==> src/rtl/usb_receiver_drainer.sv <==
// usb_receiver_drainer: FT245-style USB FIFO receive side, drains RXF_N/RD_N bytes into the USB buffer RAM
// Ports: CLK, RST_N (async, active low); START/WADDR_START arm a packet; RXF_N/RD_N/D_USBTRANS
// talk to the transceiver; WE_USBBUFF/WADDR_USBBUFF/D_USBBUFF write the buffer; BYTE_CNT, BUSY,
// COMPLT, TMO, SEQ_ERR report status. Define USB_RX_SEQ_CHECK_EN to enable the bit0 alternation check.
module usb_receiver_drainer #(
  parameter int PKT_LEN     = 128,
  parameter int RD_LOW_CYC  = 3,
  parameter int RD_HIGH_CYC = 3,
  parameter int TIMEOUT_CYC = 65535
) (
  input  logic       CLK,
  input  logic       RST_N,
  input  logic       START,
  input  logic [7:0] WADDR_START,
  input  logic       RXF_N,
  output logic       RD_N,
  input  logic [7:0] D_USBTRANS,
  output logic       WE_USBBUFF,
  output logic [7:0] WADDR_USBBUFF,
  output logic [7:0] D_USBBUFF,
  output logic [8:0] BYTE_CNT,
  output logic       BUSY,
  output logic       COMPLT,
  output logic       TMO,
  output logic       SEQ_ERR
);
  typedef enum logic [2:0] {IDLE, WAIT, STROBE, RECOV, DONE} state_t;
  state_t state, state_nx;
  logic rxf_m, rxf_s;
  logic [15:0] ph, tmo_cnt;
  logic start, lo_end, hi_end, tmo_hit, seq_bad;
  assign start   = state == IDLE && START;
  assign lo_end  = state == STROBE && ph == 16'(RD_LOW_CYC - 1);
  assign hi_end  = ph == 16'(RD_HIGH_CYC - 1);
  assign tmo_hit = tmo_cnt == 16'(TIMEOUT_CYC - 1);
  always_ff @(posedge CLK or negedge RST_N)
    if (!RST_N) state <= IDLE;
    else state <= state_nx;
  always_comb begin
    state_nx = state;
    case (state)
      IDLE:    state_nx = START ? WAIT : IDLE;
      WAIT:    state_nx = !rxf_s ? STROBE : tmo_hit ? DONE : WAIT;
      STROBE:  state_nx = !lo_end ? STROBE : seq_bad ? DONE : RECOV;
      RECOV:   state_nx = !hi_end ? RECOV : BYTE_CNT == 9'(PKT_LEN) ? DONE : WAIT;
      DONE:    state_nx = IDLE;
      default: state_nx = IDLE;
    endcase
  end
  // RD_N is a pure decode of the next state so it is low exactly while in STROBE
  always_ff @(posedge CLK or negedge RST_N)
    if (!RST_N) begin
      rxf_m         <= 1'b1;
      rxf_s         <= 1'b1;
      ph            <= '0;
      tmo_cnt       <= '0;
      RD_N          <= 1'b1;
      WE_USBBUFF    <= 1'b0;
      WADDR_USBBUFF <= '0;
      D_USBBUFF     <= '0;
      BYTE_CNT      <= '0;
      BUSY          <= 1'b0;
      COMPLT        <= 1'b0;
      TMO           <= 1'b0;
    end else begin
      rxf_m      <= RXF_N;
      rxf_s      <= rxf_m;
      ph         <= state_nx != state ? '0 : ph + 16'd1;
      tmo_cnt    <= state == WAIT && rxf_s ? tmo_cnt + 16'd1 : '0;
      RD_N       <= state_nx != STROBE;
      WE_USBBUFF <= lo_end && !seq_bad;
      if (lo_end) D_USBBUFF <= D_USBTRANS;
      if (start) begin
        WADDR_USBBUFF <= WADDR_START;
        BYTE_CNT      <= '0;
        BUSY          <= 1'b1;
        COMPLT        <= 1'b0;
        TMO           <= 1'b0;
      end
      if (WE_USBBUFF) begin
        WADDR_USBBUFF <= WADDR_USBBUFF + 8'd1;
        BYTE_CNT      <= BYTE_CNT + 9'd1;
      end
      if (state == WAIT && rxf_s && tmo_hit) TMO <= 1'b1;
      if (state == DONE) begin
        BUSY   <= 1'b0;
        COMPLT <= 1'b1;
      end
    end
`ifdef USB_RX_SEQ_CHECK_EN
  logic exp_bit;
  assign seq_bad = D_USBTRANS[0] != exp_bit;
  always_ff @(posedge CLK or negedge RST_N)
    if (!RST_N) begin
      exp_bit <= 1'b0;
      SEQ_ERR <= 1'b0;
    end else if (start) begin
      exp_bit <= 1'b0;
      SEQ_ERR <= 1'b0;
    end else if (lo_end) begin
      if (seq_bad) SEQ_ERR <= 1'b1;
      else exp_bit <= ~exp_bit;
    end
`else
  assign seq_bad = 1'b0;
  assign SEQ_ERR = 1'b0;
`endif
endmodule

==> config.mk <==
export PLATFORM = sky130hd
export DESIGN_NAME = usb_receiver_drainer
export DESIGN_NICKNAME = d
export VERILOG_FILES = /design/src/rtl/usb_receiver_drainer.sv
export SDC_FILE = /design/constraint.sdc
export NUM_CORES = 1
export LEC_CHECK = 0
export CORE_MARGIN = 1
export CORE_UTILIZATION = 49
export DETAILED_ROUTE_END_ITERATION = 10
export HOLD_SLACK_MARGIN = 0.12
export PLACE_DENSITY = 0.76
export SYNTH_ARGS = -nofsm -noshare
export SYNTH_HDL_FRONTEND = slang
export SYNTH_SLANG_ARGS = --single-unit
==> constraint.sdc <==
create_clock -name CLK -period 1.64 [get_ports CLK]
set_input_delay 0.492 -clock CLK [delete_from_list [all_inputs] [get_ports CLK]]
set_output_delay 0.492 -clock CLK [all_outputs]
set_load 0.005 [all_outputs]
# After elaboration in Yosys (flattened, before gate mapping)
# Index checks and enable logic that the tools add are counted.
dict set report word_totals {
  register_bits 67
  input_bits 20
  out_inout_bits 31
  elab_cells 52
}
dict set report classes {
  addsub 4
  eq_ne 9
  mux 18
  n_reduce_logical 8
}
# cell count
set ops {}
lappend ops {{$add A16 B1 Y16 const B} 2}
lappend ops {{$mux W16} 2}
lappend ops {{$mux W9} 2}
lappend ops {{$eq A16 B16 Y1 const B} 1}
lappend ops {{$eq A16 B2 Y1 const B} 1}
lappend ops {{$mux W8} 2}
lappend ops {{$mux W3} 4}
lappend ops {{$pmux W3 S4} 1}
lappend ops {{$add A9 B1 Y9 const B} 1}
lappend ops {{$eq A9 B8 Y1 const B} 1}
lappend ops {{$add A8 B1 Y8 const B} 1}
lappend ops {{$mux W1} 7}
lappend ops {{$eq A3 B2 Y1 const B} 2}
lappend ops {{$reduce_bool A2 Y1} 3}
lappend ops {{$logic_and A1 B1 Y1} 4}
lappend ops {{$eq A3 B1 Y1 const B} 1}
lappend ops {{$eq A3 B3 Y1 const B} 1}
lappend ops {{$logic_not A3 Y1} 1}
lappend ops {{$ne A3 B2 Y1 const B} 1}
lappend ops {{$ne A3 B3 Y1} 1}

# Logic depth before layout (Yosys ltp)
# Gate-level depths: netlist (run 1).
dict set report depth {
  word_depth 6
  depth_mapped 7
}

# Least setup slack after synthesis (run 1)
# Ideal clock, no wire load.
dict set report synth_timing {
  kind {flip-flop to flip-flop}
  from {register ph[12]}
  to {register D_USBBUFF[0]}
  setup_time_ps 125
  arrival_time_ps 1579
  required_time_ps 1515
  path_slack_ps -64
  stages_incl_launch_ff 5
  period_less_slack_ps 1704
  path_cell_list {dfrtp_1 -> nor4_1 -> nand4_1 -> nor2_4 -> mux2_2}
}
dict set report synth_between {
  elab_chain_len 2
}
# element line
set synth_lines {}
lappend synth_lines {{start: declaration} 30} ;# logic [15:0] ph, tmo_cnt;
lappend synth_lines {{start signal: assignment} 68} ;# ph <= state_nx != state ? '0 : ph + 16'd1;
lappend synth_lines {{$eq A16 B2 Y1} 33} ;# assign lo_end = state == STROBE && ph == 16'(RD_LOW_CYC - 1);
lappend synth_lines {{$logic_and A1 B1 Y1} 33}
lappend synth_lines {{end signal: assignment} 60} ;# D_USBBUFF <= '0;
lappend synth_lines {{end signal: assignment} 72} ;# if (lo_end) D_USBBUFF <= D_USBTRANS;
lappend synth_lines {{end: declaration} 20} ;# output logic [7:0] D_USBBUFF,
# Every way passes these cells.
# A chain may end at the register's enable or synchronous reset.

# Worst setup path in the final report (run 1)
dict set report layout_timing {
  from {register ph[0]}
  to {register D_USBBUFF[6]}
}
# Same word-level chain as after synthesis.

==> results of run 1 <==
## what timing repair did
| item | in CTS | in global routing |
|---|---|---|
| cloned | 0 | 1 |
| hold endpoints to repair | 0 | 0 |
| setup endpoints to repair | 57 | 38 |
| buffers inserted | 19 | 4 |
| gates resized for setup | 45 | 8 |
| pin swaps | 10 | 4 |
## metal layers
layer | vias up | track usage, % | part of all wire [%]
met5 | - | 0 | 0
met4 | 0 | 9.71 | 1.7
met3 | 11 | 6.98 | 5.1
met2 | 52 | 35.9 | 49
met1 | 1328 | 28.8 | 45
li1 | 1364 | - | -
## layout make-up
| cell class | instances | area [um^2] | share of cell area, % |
|---|---|---|---|
| Clock inverter | 4 | 47.5 | 1.01 |
| Clock buffer | 12 | 165 | 3.50 |
| Multi-Input combinational cell | 228 | 1660 | 35.3 |
| Sequential cell | 67 | 1680 | 35.6 |
| Timing Repair Buffer | 117 | 1030 | 21.8 |
| Tap cell | 77 | 96.3 | 2.04 |
| Inverter | 9 | 33.8 | 0.716 |
## worst min-delay path by stage
stage                              endpoint  slack, ns  cells past startpoint
floorplan                  BUSY$_DFFE_PN0P_       0.20                      0
global placement            rxf_s$_DFF_PN1_       0.35                      0
detailed placement          rxf_s$_DFF_PN1_       0.35                      0
CTS                 BYTE_CNT[2]$_DFFE_PN0P_       0.15                      2
global route        BYTE_CNT[3]$_DFFE_PN0P_       0.17                      2
finish              BYTE_CNT[3]$_DFFE_PN0P_       0.14                      2
## metrics by stage
step | std cells | setup WS (ns) | util, % | total power (W)
finish | 514 | -0.121 | 73.0 | 0.00677
global route | 514 | -0.212 | 73.0 | 0.00718
CTS | 510 | -0.108 | 71.8 | 0.00666
detailed placement | 476 | -0.348 | 65.8 | 0.00503
global placement | 476 | -0.270 | 65.8 | 0.00494
floorplan | 316 | -0.0219 | - | 0.00366
## cells in the mapped netlist, types with 4 or more instances
cell type,instances
o31ai_1,5
o21ai_0,7
ha_1,7
and3_1,6
and4_1,5
nand2_1,19
nand4_1,18
clkbuf_1,6
and2_1,4
nor2_1,28
a21oi_1,21
mux2i_1,7
a211oi_1,6
mux2_2,9
nand3_1,18
dfrtp_1,64
xor2_1,20
xnor2_1,8
nor2b_1,8
inv_1,9
## logic make-up (layout without fill, tap and decap cells)
group           count (synthesis)  in the layout  share of synthesized area, %
simple gates                  132            132                          23.0
xor+xnor                       28             28                          7.37
compound gates                 44             44                          8.27
fa+ha+maj                       7              7                          2.63
flops                          67             67                          50.5
other cells                     1              1                         0.113
buf+inv                        21            142                          2.93
mux                            16             16                          5.15
## cells in the final DEF (no fill, tap or decap), drive strengths merged, types with 3 or more instances in the layout
cell / count
o21ai: 7
clkdlybuf4s50: 17
nor3: 3
nand2: 19
xor2: 20
a211oi: 6
nand3: 18
nor4: 3
dfrtp: 64
o31ai: 5
xnor2: 8
dlygate4sd2: 30
and3: 7
inv: 9
nor2: 29
ha: 7
and4: 6
nor2b: 8
a21oi: 21
mux2: 9
nand4: 19
and2: 4
or3: 4
clkbuf: 13
dfstp: 3
mux2i: 7
buf: 68
or4: 3
## registers in the layout, summed over array words and instances (netlist names)
signal         cells
tmo_cnt           16
RD_N               1
COMPLT             1
state              3
rxf_m              1
BUSY               1
BYTE_CNT           9
TMO                1
D_USBBUFF          8
WE_USBBUFF         1
WADDR_USBBUFF      8
rxf_s              1
ph                16
## worst max-delay path, cell delays in order (launching register included)
cell	delay [ns]
dfrtp_1	0.38
inv_1	0.06
ha_2	0.17
nor4b_4	0.23
nand4_1	0.20
nor2_4	0.15
buf_12	0.15
mux2_4	0.30
## power breakdown
| group | leakage, nW | switching [W] | internal [W] |
|---|---|---|---|
| combinational | 1.21 | 0.00137 | 0.00168 |
| clock | 0.108 | 0.000618 | 0.000821 |
| sequential | 0.867 | 0.000221 | 0.00207 |
| total | 2.19 | 0.00221 | 0.00456 |
==> metrics.yaml, run 1 <==
grt_overflow: 0
worstHoldPathType: "in -> async"
synth_edf_count: 0
status: "complete, but fails checks"
crit_type: "reg -> reg"
cts_buffers: 9
setup.worst_path.start: "ph[0]$_DFF_PN0_"
cts_buffer_depth: 2
fin_crit_sh_pct: 107
rows: 29
pin_count: 51
place_area_um2: 4250
synth_seq_area_share_pct: 50.5
arrival_ns: 1.99
htreeDepth: 3
grt_use_total_pct: 22.6
cts_tree: "built"
nets: 459
post-dp-hpwl_um: 4860
antenna_cells: 0
drv_cap: 0
vias: 2755
synth-main-ff-cell: "dfrtp_1"
synth-seq-cells: 67
clock_skew_ns: 0.0132
hold_ws_ns: 0.137
clockRootBuffer: "clkbuf_8"
reg2reg_depth: 7
hold_violations: 0
grt_pass1_wl_um: 12600
syn_inst: 316
total_leakage_power_nw: 2.19
ys_warn_count: 0
clock_sinks: 67
rsz0062_at_grt: "yes"
ant_nets: 0
die_h_um: 84.4
grt_pass1_vias: 2792
async_flop_share_pct: 100
dieArea_um2: 7130
endpoint: "D_USBBUFF[6]$_DFFE_PN0P_"
place.gp.congestion: 0.847
cts_hold_buf: 0
timing.rr.end: "D_USBBUFF[6]$_DFFE_PN0P_"
synth.avg_cell_area_um2: 10.5
dr.pass1.iters: 7
worst_slack_ns: -0.121
rr_startpoint: "ph[0]$_DFF_PN0_"
synthTopCellsByArea: "dfrtp_1 48%, xor2_1 5.3%, nand4_1 3.4%"
finalCriticalPeriod_ns: 1.76
yosysTopAreaCellShare_pct: 48.1
clk_pin_slew_ns: 0.08
synth.cell_area_um2: 3330
final_layout_size_suffix_gt1_share_pct: 28.4
start_util_pct: 51.5
num-fill-cells: 471
fin_area_um2: 4720
clock.fmax_mhz: 568
vdd_drop_max_mv: 1.02
core_um2: 6460
wl_per_cell_um: 14.6
slew_viol_final: 0
synthToLayoutAreaGrowth_pct: 41.7
worst_setup_path_start_kind: "flip-flop"
clk_latency_ns: 0.35
crit_path_end_kind: "flip-flop"
grt_start_max_net_pins: 68
drt-initial-drc-count: 130
drc_errors: 7
routed_wl_um: 7480
antenna_found_initial: 0
power_density_nw_per_um2: 1440
fin_setup_tns_ns: -1.46
failed_checks: "DRC, setup timing"
synth.distinct_cells: 48
cp.required_ns: 1.87
die_x_um: 84.4
vias_per_cell: 5.36
port_buffers: 49
synth_top_cell_by_area: "dfrtp_1"
cp_max_fo: 8
syn-num-nets: 343
ff2ff_setup_slack_ns: -0.12
setup_violations: 27
Power figures use the tool's default switching activity.
==> run 2: changes to the inputs <==
SETUP_SLACK_MARGIN = 0.3   (was unset)
==> metrics.yaml, run 2 (synthesized netlist as in run 1, its figures left out) <==
status: "complete, but fails checks"
failed_checks: "DRC, setup timing"
grt_overflow: 0
worst_setup_path_start_kind: "flip-flop"
wl_per_cell_um: 19.1
post-dp-hpwl_um: 4870
grt_start_max_net_pins: 68
top_regs: "ph: 16 flops, tmo_cnt: 16 flops, BYTE_CNT: 9 flops"
worst_slack_ns: -0.220
place.gp.congestion: 0.766
clk_latency_ns: 0.36
crit_type: "reg -> reg"
vias: 3138
fin_setup_tns_ns: -4.28
antenna_found_initial: 0
synthToLayoutAreaGrowth_pct: 64.8
clockRootBuffer: "clkbuf_8"
cp.required_ns: 1.88
cts_tree: "built"
cts_buffers: 9
grt_pass1_vias: 3078
rsz0062_at_grt: "yes"
htreeDepth: 3
total_leakage_power_nw: 2.47
rows: 29
clock_sinks: 67
antenna_cells: 0
clock.fmax_mhz: 538
arrival_ns: 2.10
port_buffers: 49
final_cell_mix: "76 x buf_4, 59 x dfrtp_1, 30 x buf_2"
dieArea_um2: 7130
reg2reg_depth: 7
p_total_w: 0.00799
final_layout_size_suffix_gt1_share_pct: 54.8
pin_count: 51
grt_pass1_wl_um: 14200
final_common_cell: "buf_4"
grt_use_total_pct: 25.4
power_density_nw_per_um2: 1460
drc_errors: 2
nets: 495
core_um2: 6460
finalCriticalPeriod_ns: 1.86
cp_max_fo: 8
slew_viol_final: 0
drt-initial-drc-count: 106
clk_pin_slew_ns: 0.08
die_x_um: 84.4
drv_cap: 0
vdd_drop_max_mv: 1.14
die_h_um: 84.4
pre_cts_slack_ns: -0.347
dr.pass1.iters: 7
clock_skew_ns: 0.0100
timing.rr.end: "D_USBBUFF[4]$_DFFE_PN0P_"
crit_path_end_kind: "flip-flop"
hold_violations: 0
ant_nets: 0
rr_startpoint: "ph[0]$_DFF_PN0_"
ff2ff_setup_slack_ns: -0.22
vias_per_cell: 5.71
worstHoldPathType: "in -> async"
start_util_pct: 51.5
fin_crit_sh_pct: 113
setup_violations: 28
cts_hold_buf: 0
cts_buffer_depth: 2
routed_wl_um: 10500
==> run 2: changes by cell type in the layout (fill, tap and decap cells not counted), sizes merged <==
cell,delta
buf,+65
clkinv,-1
clkbuf,+1
dlymetal6s2s,-1
bufinv,+1
dlygate4sd2,-29
==> run 2: per-layer routing <==
layer  wire length (um)  GRT usage, %  part of all wire [%]
met1               4240          31.0                    40
met2               5530          44.4                    53
met3                397          4.62                   3.8
met4                324          11.1                   3.1
met5                  0             0                     0
==> run 2: per-stage QoR <==
stage	hold slack, ns	instances	area, um^2	util (%)
6_report	0.130	550	5490	84.9
4_1_cts	0.162	526	4860	75.2
2_1_floorplan	0.196	316	3440	-
5_1_grt	0.188	550	5490	84.9
3_5_place_dp	0.354	471	4280	66.3
3_3_place_gp	0.345	471	4280	66.3
==> run 2: timing repair <==
item	CTS	global route
gates cloned	1	2
setup buffers	38	22
gates resized for setup	165	98
pin swaps	14	39
endpoints found under the setup margin	81	90
==> run 2: final cells by class <==
type,count,area [um^2]
multi-input combinational,228,2130
clock inverter,4,72.6
tap,77,96.3
sequential,67,1690
fill,317,973
inverter,9,33.8
clock buffer,12,155
timing repair buffer,153,1310
==> run 2: critical path, stage by stage (launching register included) <==
cell and delay, ns:
dfrtp_1 0.39, inv_1 0.07, ha_2 0.19, nor4b_4 0.23, nand4_1 0.24, nor2_4 0.17, buf_12 0.15, mux2_4 0.30
==> run 2: power breakdown <==
part	total (W)	switching, W	internal (W)	leakage [nW]
logic	0.00406	0.00190	0.00216	1.49
registers	0.00231	0.000242	0.00207	0.863
clock network	0.00162	0.000678	0.000938	0.113
==> run 2: worst max path at each step <==
| stage | start | end | slack (ns) | cells past startpoint |
|---|---|---|---|---|
| 2_1_floorplan | ph[0]$_DFF_PN0_ | D_USBBUFF[0]$_DFFE_PN0P_ | -0.02 | 6 |
| 3_3_place_gp | START | RD_N$_DFF_PN1_ | -0.27 | 5 |
| 3_5_place_dp | START | RD_N$_DFF_PN1_ | -0.35 | 5 |
| 4_1_cts | ph[0]$_DFF_PN0_ | D_USBBUFF[1]$_DFFE_PN0P_ | -0.13 | 7 |
| 5_1_grt | ph[0]$_DFF_PN0_ | D_USBBUFF[4]$_DFFE_PN0P_ | -0.28 | 7 |
| 6_report | ph[0]$_DFF_PN0_ | D_USBBUFF[4]$_DFFE_PN0P_ | -0.22 | 7 |
==> variant 1, RTL diff (flow settings as in run 2) <==
Put one more register stage on the output `WADDR_USBBUFF`, with the module's reset. The value now appears one clock later. The other outputs are not delayed to match.
--- a/src/rtl/usb_receiver_drainer.sv
+++ b/src/rtl/usb_receiver_drainer.sv
@@ -26,4 +26,6 @@
 );
   typedef enum logic [2:0] {IDLE, WAIT, STROBE, RECOV, DONE} state_t;
+
+  logic [7:0] WADDR_USBBUFF_s0;
   state_t state, state_nx;
   logic rxf_m, rxf_s;
@@ -57,5 +59,5 @@
       RD_N          <= 1'b1;
       WE_USBBUFF    <= 1'b0;
-      WADDR_USBBUFF <= '0;
+      WADDR_USBBUFF_s0 <= '0;
       D_USBBUFF     <= '0;
       BYTE_CNT      <= '0;
@@ -72,5 +74,5 @@
       if (lo_end) D_USBBUFF <= D_USBTRANS;
       if (start) begin
-        WADDR_USBBUFF <= WADDR_START;
+        WADDR_USBBUFF_s0 <= WADDR_START;
         BYTE_CNT      <= '0;
         BUSY          <= 1'b1;
@@ -79,5 +81,5 @@
       end
       if (WE_USBBUFF) begin
-        WADDR_USBBUFF <= WADDR_USBBUFF + 8'd1;
+        WADDR_USBBUFF_s0 <= WADDR_USBBUFF_s0 + 8'd1;
         BYTE_CNT      <= BYTE_CNT + 9'd1;
       end
@@ -106,4 +108,12 @@
   assign SEQ_ERR = 1'b0;
 `endif
+  always_ff @(posedge CLK or negedge RST_N) begin
+    if (!RST_N) begin
+      WADDR_USBBUFF <= '0;
+    end else begin
+      WADDR_USBBUFF <= WADDR_USBBUFF_s0;
+    end
+  end
+
 endmodule
 
Behaviour: not the same (a bounded check fails within 4 cycles, from zero or initial values and one cycle with RST_N low).
==> variant 1 against run 2 <==
The run ends with setup timing left. Total power down 0.88%. Sequential share of layout area up 1.6 points. Synthesized area up 6.2%. Design area up 6.3%. Sequential cell count up 8. Wire length up 21%. Setup slack worse by 0.034 ns. Global-route usage up 5.1 points. Largest cell class unchanged. Largest power group unchanged.
==> variant 1: results (changes against run 2) <==
| Metric | Value |
|---|---|
| Post-synthesis cell type count | 53 (was 48) |
| Mapped Cells | 327 (was 316) |
| Vias per cell | 6.032 (was 5.705) |
| Failing checks | setup timing (was DRC, setup timing) |
| Commonest cells in the netlist | 72 x dfrtp_1, 24 x nand2_1, 20 x nor3_1, 19 x nand3_1, 19 x nor2_1 (was 64 x dfrtp_1, 28 x nor2_1, 21 x a21oi_1, 20 x xor2_1, 19 x nand2_1) |
| Min Hold Slack | 0.3482 ns (was 0.1304 ns) |
| VDD IR-drop max | 1.255 mV (was 1.135 mV) |
| Vias in the first global route | 3,532 (was 3,078) |
| First-pass GRT wire length | 17,450 µm (was 14,210 µm) |
| Critical Path End | D_USBBUFF[3]$_DFFE_PN0P_ (was D_USBBUFF[4]$_DFFE_PN0P_) |
| Synth Net Count | 354 (was 343) |
| DRT Pass-1 Iters | 5 (was 7) |
| Sequential area share after synthesis | 0.5318 (was 0.5049) |
| Final Skew | 0.01790 ns (was 0.01002 ns) |
| DP HPWL | 5923 µm (was 4874 µm) |
| IO Port Bufs | 49 (unchanged) |
| Largest net degree at the start of global routing | 27 (was 68) |
| CP Max Fanout | 9 (was 8) |
| Hold crit path type | reg2reg (was in2async) |
| Lkg Pwr | 2.559 nW (was 2.466 nW) |
| Vias | 3,535 (was 3,138) |
| Largest cells by area after synthesis | dfrtp_1 51%, xor2_1 3.7%, mux2_4 3.4% (was dfrtp_1 48%, xor2_1 5.3%, nand4_1 3.4%) |
| Layout cells sized above 1 | 0.5429 (was 0.5476) |
| GPL Wtd Cong | 0.8084 (was 0.7658) |
| Iter 0 DRT Violations | 182 (was 106) |
| Final setup fails | 33 (was 28) |
| Setup WS post-layout | -0.2544 ns (was -0.2201 ns) |
| Final nets | 512 (was 495) |
| WL final | 12,700 µm (was 10,490 µm) |
| Outcome | complete, but fails checks (unchanged) |
| Critical path arrival | 2.12 ns (was 2.10 ns) |
-- variant 1: cell types whose count changed in the layout (fill, tap and decap cells not counted), sizes merged, moves of 6 or more --
cell and delta:
dfrtp +8, nor2 -10, o21ai +7, nor3 +17
a21oi -8, buf +9, nand4 -6
-- variant 1: cell type report --
| type | count | area (µm²) |
|---|---|---|
| inverter | 10 | 37.54 |
| timing repair buffer | 162 | 1414 |
| fill | 324 | 1036 |
| tap | 96 | 120.1 |
| multi-input combinational | 227 | 2142 |
| sequential | 75 | 1884 |
| clock buffer | 11 | 151.4 |
| clock inverter | 5 | 83.83 |
-- variant 1: per-stage QoR --
step,setup slack (ns),instance area (µm²),setup TNS (ns)
floorplan,-0.1779,3681,-3.016
global placement,-0.3628,4716,-9.314
detailed placement,-0.4139,4716,-11.48
CTS,-0.2053,5413,-4.191
global route,-0.3194,5833,-7.691
finish,-0.2544,5833,-5.180
-- variant 1: timing repair --
action	4_1_cts	5_1_grt
hold buffers	1	0
pin swaps	26	26
resized for setup	203	64
hold endpoints to repair	21	0
buffers inserted	32	15
gates cloned	2	0
setup endpoints to repair	92	93
-- variant 1: where the power goes --
group / switching [mW] / internal [mW] / total, mW
clock: 0.737 / 0.946 / 1.68
combinational: 1.69 / 1.87 / 3.56
sequential: 0.386 / 2.28 / 2.67
-- variant 1: cell families after synthesis --
| logic type | share of synthesized area |
|---|---|
| simple gates | 0.2127 |
| other cells | 0.001061 |
| buf+inv | 0.03149 |
| fa+ha+maj | 0.02477 |
| compound gates | 0.09554 |
| xor+xnor | 0.05697 |
| flops | 0.5318 |
| mux | 0.04565 |
-- variant 1: per-layer routing --
metal | share of wire | track usage
met5 | 0 | 0
met4 | 0.057 | 0.1394
met3 | 0.065 | 0.07678
met2 | 0.52 | 0.5512
met1 | 0.35 | 0.3364
==> variant 2, RTL diff (settings of run 2) <==
Without the edit above. The parameter `PKT_LEN` goes from 128 to 64.
--- a/src/rtl/usb_receiver_drainer.sv
+++ b/src/rtl/usb_receiver_drainer.sv
@@ -4,5 +4,5 @@
 // COMPLT, TMO, SEQ_ERR report status. Define USB_RX_SEQ_CHECK_EN to enable the bit0 alternation check.
 module usb_receiver_drainer #(
-  parameter int PKT_LEN     = 128,
+  parameter int PKT_LEN     = 64,
   parameter int RD_LOW_CYC  = 3,
   parameter int RD_HIGH_CYC = 3,
Check against the original RTL: same outputs for any inputs over 10 cycles, from zero or initial values and one cycle with RST_N low; that may be too few to reach the edited logic, so the function may still have changed.
==> variant 2 against run 2 <==
The run ends with setup timing left. Total power increased by 3.1%. Sequential cell count unchanged. Wire length rose by 2.3%. Final cell count increased by 2.0%. Design area decreased by 2.2%. Non-clock buffer count increased by 11. Setup slack lost 0.099 ns. Global-route usage up 1.2 points. Synthesized area is 2.0% lower. Maximum frequency shrank 5.1%. Clock power fell by 4%. Critical path type unchanged.
==> variant 2: results (changes against run 2) <==
| Metric | Value |
|---|---|
| Placed Instances | 488 (was 471) |
| Mapped Cells | 315 (was 316) |
| Portion of netlist area occupied by mux cells | 0.05562 (was 0.05150) |
| Post-DP Area | 0.004310 mm² (was 0.004280 mm²) |
| Final Instance Count excl. Fillers | 561 (was 550) |
| GPL Wtd Cong | 0.7896 (was 0.7658) |
| Post-synthesis cell type count | 42 (was 48) |
| Layout cells sized above 1 | 0.5000 (was 0.5476) |
| Post-synthesis adder-cell area fraction | 0.02685 (was 0.02632) |
| WL final | 10,730 µm (was 10,490 µm) |
| Iter 0 DRT Violations | 215 (was 106) |
| Post-CTS Setup Inserts | 39 (was 38) |
| Outcome | complete, but fails checks (unchanged) |
| Sequential area share after synthesis | 0.5152 (was 0.5049) |
| First-pass GRT wire length | 14,600 µm (was 14,210 µm) |
| Failing checks | setup timing (was DRC, setup timing) |
| Final setup fails | 33 (was 28) |
| R2R Path Start | ph[12]$_DFF_PN0_ (was ph[0]$_DFF_PN0_) |
| Fill count | 316 (was 317) |
| Critical path arrival | 2.20 ns (was 2.10 ns) |
| DRT Pass-1 Iters | 4 (was 7) |
| Reg-to-reg endpoint | ph[10]$_DFF_PN0_ (was D_USBBUFF[4]$_DFFE_PN0P_) |
| Final TNS setup | -8.124 ns (was -4.275 ns) |
| Largest cells by area after synthesis | dfrtp_1 49%, xnor2_1 4.6%, nor2_1 4.3% (was dfrtp_1 48%, xor2_1 5.3%, nand4_1 3.4%) |
| Final Skew | 0.01483 ns (was 0.01002 ns) |
| Commonest cells in the netlist | 64 x dfrtp_1, 37 x nor2_1, 22 x nand2_1, 19 x nand3_1, 17 x xnor2_1 (was 64 x dfrtp_1, 28 x nor2_1, 21 x a21oi_1, 20 x xor2_1, 19 x nand2_1) |
| Synth Area in XOR/XNOR | 0.08324 (was 0.07368) |
| Global Route Usage Sum | 0.2663 (was 0.2545) |
| Setup WS post-layout | -0.3192 ns (was -0.2201 ns) |
| Synth Net Count | 342 (was 343) |
| VDD IR-drop max | 1.070 mV (was 1.135 mV) |
| DP HPWL | 5257 µm (was 4874 µm) |
## variant 2: worst min path at each step
stage | endpoint | slack, ns | cells past startpoint
floorplan | BUSY$_DFFE_PN0P_ | 0.20 | 0
global placement | rxf_s$_DFF_PN1_ | 0.35 | 0
detailed placement | rxf_s$_DFF_PN1_ | 0.35 | 0
CTS | D_USBBUFF[2]$_DFFE_PN0P_ | 0.16 | 2
global route | D_USBBUFF[5]$_DFFE_PN0P_ | 0.17 | 2
finish | D_USBBUFF[2]$_DFFE_PN0P_ | 0.13 | 2
## variant 2: through the flow
step,utilization,setup slack (ns)
3_5_place_dp,0.6750,-0.4047
3_3_place_gp,0.6750,-0.2981
6_report,0.8397,-0.3192
5_1_grt,0.8397,-0.4186
4_1_cts,0.7704,-0.2937
2_1_floorplan,-,-0.2303
## variant 2: power by group
part | switching, mW | internal, mW | total (mW) | leakage, nW
registers | 0.347 | 2.08 | 2.43 | 0.865
clock network | 0.703 | 0.853 | 1.56 | 0.113
logic | 1.97 | 2.28 | 4.25 | 1.42
## variant 2: layout make-up
| cell class | count | share of cell area |
|---|---|---|
| multi-input cells | 228 | 0.3584 |
| repair buffers | 164 | 0.2629 |
| well taps | 77 | 0.01797 |
| clock buffers | 9 | 0.02310 |
| clock inverters | 7 | 0.01727 |
| inverters | 9 | 0.006300 |
| flip-flops and latches | 67 | 0.3140 |
## variant 2: layer usage
layer / share of wire / wire length [µm] / vias up / GRT usage
met4: 0.044 / 475 / 0 / 0.1048
met1: 0.37 / 3981 / 1623 / 0.3163
met5: 0 / 0 / - / 0
li1: - / - / 1429 / -
met2: 0.53 / 5740 / 141 / 0.4642
met3: 0.050 / 536 / 50 / 0.06528
